--- config.mk ---
export PLATFORM = sky130hd
export DESIGN_NAME = square_reconstruct_flat
export DESIGN_NICKNAME = d
export VERILOG_FILES = /design/src/rtl/sqrt_pkg.sv /design/src/rtl/square_reconstruct_if.sv /design/src/rtl/square_reconstruct.sv /design/src/flat_wrapper.sv
export SDC_FILE = /design/constraint.sdc
export NUM_CORES = 1
export LEC_CHECK = 0
export CAP_MARGIN = 5
export CORE_ASPECT_RATIO = 1.4
export CORE_MARGIN = 2
export CORE_UTILIZATION = 35
export CTS_CLUSTER_SIZE = 14
export DETAILED_ROUTE_END_ITERATION = 6
export HOLD_SLACK_MARGIN = 0.08
export PLACE_DENSITY = 0.62
export SYNTH_ARGS = -nofsm -noshare
export SYNTH_HDL_FRONTEND = slang
export SYNTH_SLANG_ARGS = --single-unit
export TNS_END_PERCENT = 1
--- constraint.sdc ---
create_clock -name clk -period 4.4 [get_ports clk]
set_input_delay 0.88 -clock clk [delete_from_list [all_inputs] [get_ports clk]]
set_output_delay 0.88 -clock clk [all_outputs]
set_load 0.01 [all_outputs]
--- src/rtl/sqrt_pkg.sv ---
// sqrt_pkg: width constants and FSM state type shared by the floor-square-root
// unit and its inverse, square_reconstruct.
//   RW_DEF     default root width
//   NW_DEF     derived number width (2*RW_DEF)
//   sq_state_t reconstruct FSM states
package sqrt_pkg;
    localparam int RW_DEF = 5;
    localparam int NW_DEF = 2 * RW_DEF;

    typedef enum logic [1:0] {
        IDLE = 2'd0,
        MUL  = 2'd1,
        ADD  = 2'd2,
        DONE = 2'd3
    } sq_state_t;
endpackage

--- src/rtl/square_reconstruct_if.sv ---
// square_reconstruct_if: valid/ready operand and result bus of square_reconstruct.
//   in_valid/in_ready   operand handshake (root, rem)
//   out_valid/out_ready result handshake (num, rem_err)
// master = upstream/downstream side, slave = the reconstruct block.
interface square_reconstruct_if #(
    parameter int RW = sqrt_pkg::RW_DEF
);
    logic              in_valid;
    logic              in_ready;
    logic [RW-1:0]     root;
    logic [RW:0]       rem;
    logic              out_valid;
    logic              out_ready;
    logic [2*RW-1:0]   num;
    logic              rem_err;

    modport master (
        output in_valid, root, rem, out_ready,
        input  in_ready, out_valid, num, rem_err
    );

    modport slave (
        input  in_valid, root, rem, out_ready,
        output in_ready, out_valid, num, rem_err
    );
endinterface

--- src/rtl/square_reconstruct.sv ---
// square_reconstruct: sequential inverse of the floor square root.
// Rebuilds num = r*r + e (mod 2^NW) with a shift-add multiplier that consumes
// one root bit per cycle (LSB first), then adds the remainder. Flags
// non-canonical remainders (e > 2*r) on rem_err.
// Ports:
//   clk  clock
//   rst  synchronous, active-high reset; aborts any transaction
//   bus  square_reconstruct_if.slave (root/rem in, num/rem_err out, valid/ready)
module square_reconstruct
    import sqrt_pkg::*;
#(
    parameter int RW = RW_DEF
) (
    input  logic                 clk,
    input  logic                 rst,
    square_reconstruct_if.slave  bus
);
    localparam int NW = 2 * RW;
    localparam int IW = (RW > 1) ? $clog2(RW) : 1;

    sq_state_t       state_q, state_d;
    logic [RW-1:0]   root_q;
    logic [RW:0]     rem_q;
    logic [NW-1:0]   acc_q;
    logic [IW-1:0]   idx_q;
    logic            rem_err_q;

    always_ff @(posedge clk) begin
        if (rst) state_q <= IDLE;
        else     state_q <= state_d;
    end

    // Handshake outputs are masked during reset so nothing is offered or
    // accepted in a cycle that is about to be aborted.
    always_comb begin
        state_d       = state_q;
        bus.in_ready  = 1'b0;
        bus.out_valid = 1'b0;
        case (state_q)
            IDLE: begin
                bus.in_ready = !rst;
                if (bus.in_valid) state_d = MUL;
            end
            MUL: begin
                if (idx_q == IW'(RW - 1)) state_d = ADD;
            end
            ADD: begin
                state_d = DONE;
            end
            DONE: begin
                bus.out_valid = !rst;
                if (bus.out_ready) state_d = IDLE;
            end
            default: state_d = IDLE;
        endcase
    end

    always_ff @(posedge clk) begin
        if (rst) begin
            root_q    <= '0;
            rem_q     <= '0;
            acc_q     <= '0;
            idx_q     <= '0;
            rem_err_q <= 1'b0;
        end else begin
            case (state_q)
                IDLE: begin
                    if (bus.in_valid) begin
                        root_q    <= bus.root;
                        rem_q     <= bus.rem;
                        acc_q     <= '0;
                        idx_q     <= '0;
                        rem_err_q <= 1'b0;
                    end
                end
                MUL: begin
                    // Partial product for bit i is root shifted left by i.
                    if (root_q[idx_q]) acc_q <= acc_q + (NW'(root_q) << idx_q);
                    idx_q <= idx_q + 1'b1;
                end
                ADD: begin
                    acc_q     <= acc_q + NW'(rem_q);
                    rem_err_q <= (rem_q > {root_q, 1'b0});
                end
                default: ;
            endcase
        end
    end

    // Result is the accumulator itself; it only moves in MUL/ADD, so it is
    // stable for as long as DONE is held by backpressure.
    assign bus.num     = acc_q;
    assign bus.rem_err = rem_err_q;
endmodule
--- src/flat_wrapper.sv ---
// flat-port wrapper written by rule: the top's interface ports become plain ports
module square_reconstruct_flat import sqrt_pkg::*;
#(
    parameter int RW = RW_DEF
)
  (clk, rst, bus_in_valid, bus_root, bus_rem, bus_out_ready, bus_in_ready, bus_out_valid, bus_num, bus_rem_err);
  square_reconstruct_if #(.RW(RW)) bus_i ();
  input  logic clk;
  input  logic rst;
  input wire logic [$bits(bus_i.in_valid)-1:0] bus_in_valid;
  input wire logic [$bits(bus_i.root)-1:0] bus_root;
  input wire logic [$bits(bus_i.rem)-1:0] bus_rem;
  input wire logic [$bits(bus_i.out_ready)-1:0] bus_out_ready;
  output wire logic [$bits(bus_i.in_ready)-1:0] bus_in_ready;
  output wire logic [$bits(bus_i.out_valid)-1:0] bus_out_valid;
  output wire logic [$bits(bus_i.num)-1:0] bus_num;
  output wire logic [$bits(bus_i.rem_err)-1:0] bus_rem_err;
  assign bus_i.in_valid = bus_in_valid;
  assign bus_i.root = bus_root;
  assign bus_i.rem = bus_rem;
  assign bus_i.out_ready = bus_out_ready;
  assign bus_in_ready = bus_i.in_ready;
  assign bus_out_valid = bus_i.out_valid;
  assign bus_num = bus_i.num;
  assign bus_rem_err = bus_i.rem_err;
  square_reconstruct #(.RW(RW)) u_core (.clk(clk), .rst(rst), .bus(bus_i));
endmodule
; ---- Word-level counts from Yosys, hierarchy flattened
; Cells that the tools add are included.
[op_classes]
n_addsub = 3
magnitude_cmp = 2
muxes = 15
eq_ne = 8
shifts = 1
reduce_logical = 10
[op_table]
columns = operator, count
row1 = $pmux W10 S3, 1
row2 = $mux W10, 2
row3 = $add A10 B10 Y10, 1
row4 = $add A10 B6 Y10, 1
row5 = $shl A5 B3 Y10, 1
row6 = $pmux W2 S4, 1
row7 = $gt A6 B6 Y1, 1
row8 = $mux W2, 3
row9 = $pmux W3 S2, 1
row10 = $reduce_and A2 Y1, 3
row11 = $reduce_and A3 Y1, 2
row12 = $eq A2 B2 Y1 const B, 2
row13 = $lt A3 B4 Y1 const B, 1
row14 = $mux W1, 4
row15 = $ne A2 B1 Y1 const B, 2
row16 = $ne A2 B2 Y1 const B, 2
row17 = $reduce_bool A2 Y1, 2
row18 = $add A3 B1 Y3 const B, 1
row19 = $bmux W1 S3, 1
row20 = $eq A3 B3 Y1 const B, 1
row21 = $mux W3, 1
row22 = $reduce_bool A3 Y1, 1
row23 = $eq A2 B1 Y1 const B, 1
row24 = $logic_not A2 Y1, 1
row25 = 2 further kinds, 2
[totals]
reg_bits = 27
elab_cells = 45
output_inout_bits = 13
inputBits = 15

; ---- Depth between registers and ports, before layout
[logic_depth]
depth_word = 4
depth_mapped = 14
depth_no_buf = 13

; ---- Worst setup path before layout
; No wires, ideal clock.
[synth_timing]
path_type = register to register
from = register u_core.state_q[0]
to = register u_core.acc_q[9], in the netlist u_core.bus.num[9]
setup_ns = 0.131
required_time_ns = 4.269
period_less_slack_ns = 2.930
arrival_ns = 2.800
n_path_buf = 2
path_slack_ns = 1.470
path_stages_with_launch = 13
path_cell_list = dfxtp_1 > inv_1 > ha_1 > buf_2 > clkbuf_1 > a22o_1 > ha_1 > and2_1 > a221oi_1 > a21oi_1 > or4_1 > nand4_1 > a21oi_2
[synth_between]
elab_chain_len = 3
elab_cells_between_ends = 8
classes_between = 4 x eq/ne / 1 x mux / 3 x reduce/logical
[synth_rtl]
columns = item, line
row1 = start: declaration, square_reconstruct.sv:21  ; sq_state_t state_q, state_d;
row2 = start signal: assignment, square_reconstruct.sv:30  ; else state_q <= state_d;
row3 = $eq A2 B1 Y1 (tied with other cells), square_reconstruct.sv:66  ; case (state_q)
row4 = $ne A2 B1 Y1 (no line) (tied with other cells), --
row5 = $reduce_and A3 Y1 (no line), --
row6 = end signal: assignment, square_reconstruct.sv:78  ; if (root_q[idx_q]) acc_q <= acc_q + (NW'(root_q) << idx_q);
row7 = end signal: assignment, square_reconstruct.sv:82  ; acc_q <= acc_q + NW'(rem_q);
row8 = end: declaration, square_reconstruct.sv:24  ; logic [NW-1:0] acc_q;
; Several ways; a longest one is shown, not always the timed one.
; A chain may end at the register's enable or synchronous reset.

; ---- Final worst setup path
[layout_timing]
from = register u_core.idx_q[0]
to = register u_core.acc_q[9], in the netlist u_core.bus.num[9]
[layout_between]
elab_chain_len = 4
elab_cells_between_ends = 8
classes_between = 1 x add/sub / 1 x eq/ne / 1 x shift / 4 x mux / 1 x reduce/logical
[layout_rtl]
columns = item, line
row1 = start: declaration, square_reconstruct.sv:25  ; logic [IW-1:0] idx_q;
row2 = start signal: assignment, square_reconstruct.sv:79  ; idx_q <= idx_q + 1'b1;
row3 = $shl A5 B3 Y10 or $bmux W1 S3 (tied branches), square_reconstruct.sv:78
row4 = $add A10 B10 Y10 or $mux W1 (tied branches), square_reconstruct.sv:78
row5 = $mux W10 or $ne A2 B1 Y1 (tied branches), --
row6 = $pmux W10 S3 or $reduce_and A3 Y1 (tied branches), --
; Several ways; a longest one is shown, not always the timed one. The select of a mux whose other input is x is not followed.

==> flow_summary.toml <==
[run_status]
status = "finished clean"

[placed_design]
placed_area_um2 = 2270
dpl_worst_slack_ns = 1.044
io_buffers = 27
dp_hpwl_mm = 3.622
place_congestion = 0.7835

[grt]
grt_pass1_wl_mm = 7.962
grt_max_degree = 20
grt_pass1_vias = 1769
busiest_layer = "met2"
grt_use_total = 0.1631
gr-usage-met1 = 0.1991
antenna_found_initial = 0
grt-ovfl-total = 0
met2_usage = 0.2888
met3_usage = 0.01701

[worst_hold_path]
whs_endpoint = "u_core.rem_q[1]"
hp-start = "u_core.rem_q[1]"
hold_depth = 2
hold_path.class = "register to register"

[timing]
setup_viol = 0
min_period_ns = 3.422
rsz0062_at_grt = "no"
fin_crit_sh = 0.7778
timing.setup.tns_ns = 0
fmax_mhz = 292.2
fin_ws_ns = 0.9779
hold_viol = 0
max_slew.worst_pin.slew_ns = 0.6723
relSlewSlack = 0.5504
slew_violations = 0
clock_skew_ns = 0.005048
holdWs_ns = 0.4888

[worst_setup_path]
crit_chain = "nor2b_1 > a21o_1 > o21ai_1 > nor2_1 > a41oi_1 > o21ai_1 > ha_1 > and2_1 > a221oi_1 > a21oi_1 > or4_1 > nand4_1 > a21oi_2"
cpMostUsedCell = "o21ai_1"
crit_path_start_kind = "register"
crit_start = "u_core.idx_q[0]"
cp_slowest_cell = "dfxtp_1"
r2r_setup_slack_ns = 0.98
path_buf_inv = 0
crit_family = "compound AO/OA/AOI/OAI gates"
r2r_start = "u_core.idx_q[0]"
reg2reg_to = "u_core.bus.num[9]"
cp-end-kind = "register"
cp_slowest_stage_delay_ns = 0.64
path_max_fanout = 15
crit_arrival_ns = 3.59
r2r_cells = 13
criticalPathCategory = "register to register"
cp.required_ns = 4.57

[floorplan]
rows = 32
core-area_um2 = 5445
start_util = 0.3601
die_area_um2 = 6225
die_h_um = 92.56
die_w_um = 67.26
io_pins = 28

[synth]
synth_ff_type = "dfxtp_1"
synth_xor_area_frac = 0.02234
synth_cell_types = 51
synth_seq_cells = 27
synth_edf_count = 0
ys_async_sr_fraction = 0
synth-simple-area-share = 0.2253
synth_nets = 283
synth_adder_area_share = 0.1378
synth_compound_area_frac = 0.2502
syn_avg_cell_area_um2 = 7.938
synthMuxAreaShare = 0.03829
mappedNetlistArea_um2 = 1961
synth_cells = 247
yosysSeqAreaShare = 0.2757
synth_top_family_by_area = "compound AO/OA/AOI/OAI gates"
ys_warn_count = 0

[finish]
ff_latch_area_um2 = 540.5
drive_gt1_frac = 0.04135
insertedDiodeCount = 0
nNetsFinal = 303
stdcell_area_um2 = 2316
post-route-util = 0.4253
fillers = 587
multi_input_area_um2 = 1321
areaGrowthSynthToFinish_pct = 18.12

[clock_network]
cts_tree = "done"
clockBufferDepth = 2
cts_buffers = 3
postCtsHoldBufs = 0
cts_num_sinks = 27
cts_setup_buffers = 0
clk_latency_ns = 0.28
cts_resized = 0
htreeDepth = 1
clockRootBuffer = "clkbuf_8"
path_clk_slew_ns = 0.09

[routing]
ant_nets = 0
drc = 0
wire_per_inst_um = 13.87
vias = 1783
viasPerCell = 5.338
drt_iter0_drc = 87
dr.pass1.iters = 4
wirelength_mm = 4.633

[power_and_ir_drop]
ir_worst_vdd_mv = 0.1592
p_leak_nw = 0.9144
power_density_nw_per_um2 = 461.7

[run]
maxCapViolCount = 0
[cell families after synthesis]
kind of cell / Yosys count
AND/OR/NAND/NOR: 88
AO/OA/AOI/OAI: 74
flip-flops: 27
buffers and inverters: 25
adder cells (fa/ha/maj): 21
multiplexers: 7
XOR/XNOR: 5
[report_power, final]
group          internal (mW)  total, mW  leakage, nW  switching [mW]
Clock                 0.0637      0.144       0.0255          0.0802
Combinational          0.241      0.589        0.669           0.348
Sequential             0.284      0.337        0.220          0.0523
[cell usage in the layout (no fill, tap or decap), drive strengths merged, types with 5 or more instances in the layout]
cell type	instances
mux2i	6
ha	20
inv	12
dfxtp	27
nand2	37
nor2b	6
a21oi	30
nor2	11
nand3	9
nand3b	5
clkdlybuf4s50	27
o21ai	14
[synth_stat cells, types with 2 or more instances]
cell type / number / area, um^2
o41ai_1: 2 / 17.52
nand3_1: 9 / 45.04
dfxtp_1: 27 / 540.5
mux2i_1: 6 / 60.06
nand2_1: 37 / 138.9
a21oi_1: 29 / 145.1
nand3b_1: 5 / 37.54
xnor2_1: 3 / 26.28
and2_1: 2 / 12.51
o21ai_1: 6 / 30.03
and3_1: 2 / 12.51
o31ai_1: 3 / 22.52
o21a_1: 3 / 22.52
xor2_1: 2 / 17.52
nor3_1: 2 / 10.01
nor2_1: 11 / 41.29
ha_1: 20 / 250.2
a21o_1: 4 / 30.03
nand2b_1: 3 / 18.77
a22o_1: 2 / 17.52
nand4b_1: 3 / 26.28
a211oi_1: 2 / 15.01
inv_1: 12 / 45.04
nand4_1: 2 / 12.51
nor2b_1: 6 / 37.54
o21ai_0: 8 / 40.04
a31oi_1: 2 / 12.51
clkbuf_1: 11 / 41.29
[final cells by class]
| type | instances | area share |
|---|---|---|
| clock buffer | 3 | 0.01783 |
| multi-input combinational | 195 | 0.5705 |
| timing repair buffer | 28 | 0.1199 |
| clock inverter | 1 | 0.002161 |
| tap | 68 | 0.03674 |
| sequential | 27 | 0.2334 |
| inverter | 12 | 0.01945 |
[how the worst max path moves through the flow]
stage                              to  slack, ns  cells past startpoint
finish              u_core.bus.num[9]       0.98                     13
detailed placement  u_core.bus.num[9]       1.04                     13
global placement        bus_out_valid       1.08                      3
CTS                 u_core.bus.num[9]       1.02                     13
global route        u_core.bus.num[9]       0.76                     13
floorplan           u_core.bus.num[9]       1.47                     12
[sequential cells by signal, indices dropped and copies added, names as in the netlist]
name and flops:
u_core.state_q 2, u_core.idx_q 3, u_core.rem_q 6, u_core.bus.rem_err 1, u_core.root_q 5, u_core.bus.num 10
[worst reg2reg max path, cell delays in order, from the launching register on]
cell      delay, ns
dfxtp_1        0.64
nor2b_1        0.13
a21o_1         0.19
o21ai_1        0.16
nor2_1         0.07
a41oi_1        0.22
o21ai_1        0.09
ha_1           0.35
and2_1         0.17
a221oi_1       0.41
a21oi_1        0.20
or4_1          0.50
nand4_1        0.12
a21oi_2        0.06
[routing by layer]
layer / vias to the layer above / wire length, um
met5: - / 0
met3: 5 / 127
met2: 26 / 2388
li1: 927 / -
met1: 825 / 2034
met4: 0 / 82
[metrics by stage]
stage,cells,power [mW]
floorplan,247,0.7878
finish,334,1.069
CTS,334,1.087
global placement,330,0.9299
global route,334,1.171
detailed placement,330,0.9383
No activity file was read; power rests on OpenSTA's default activity.
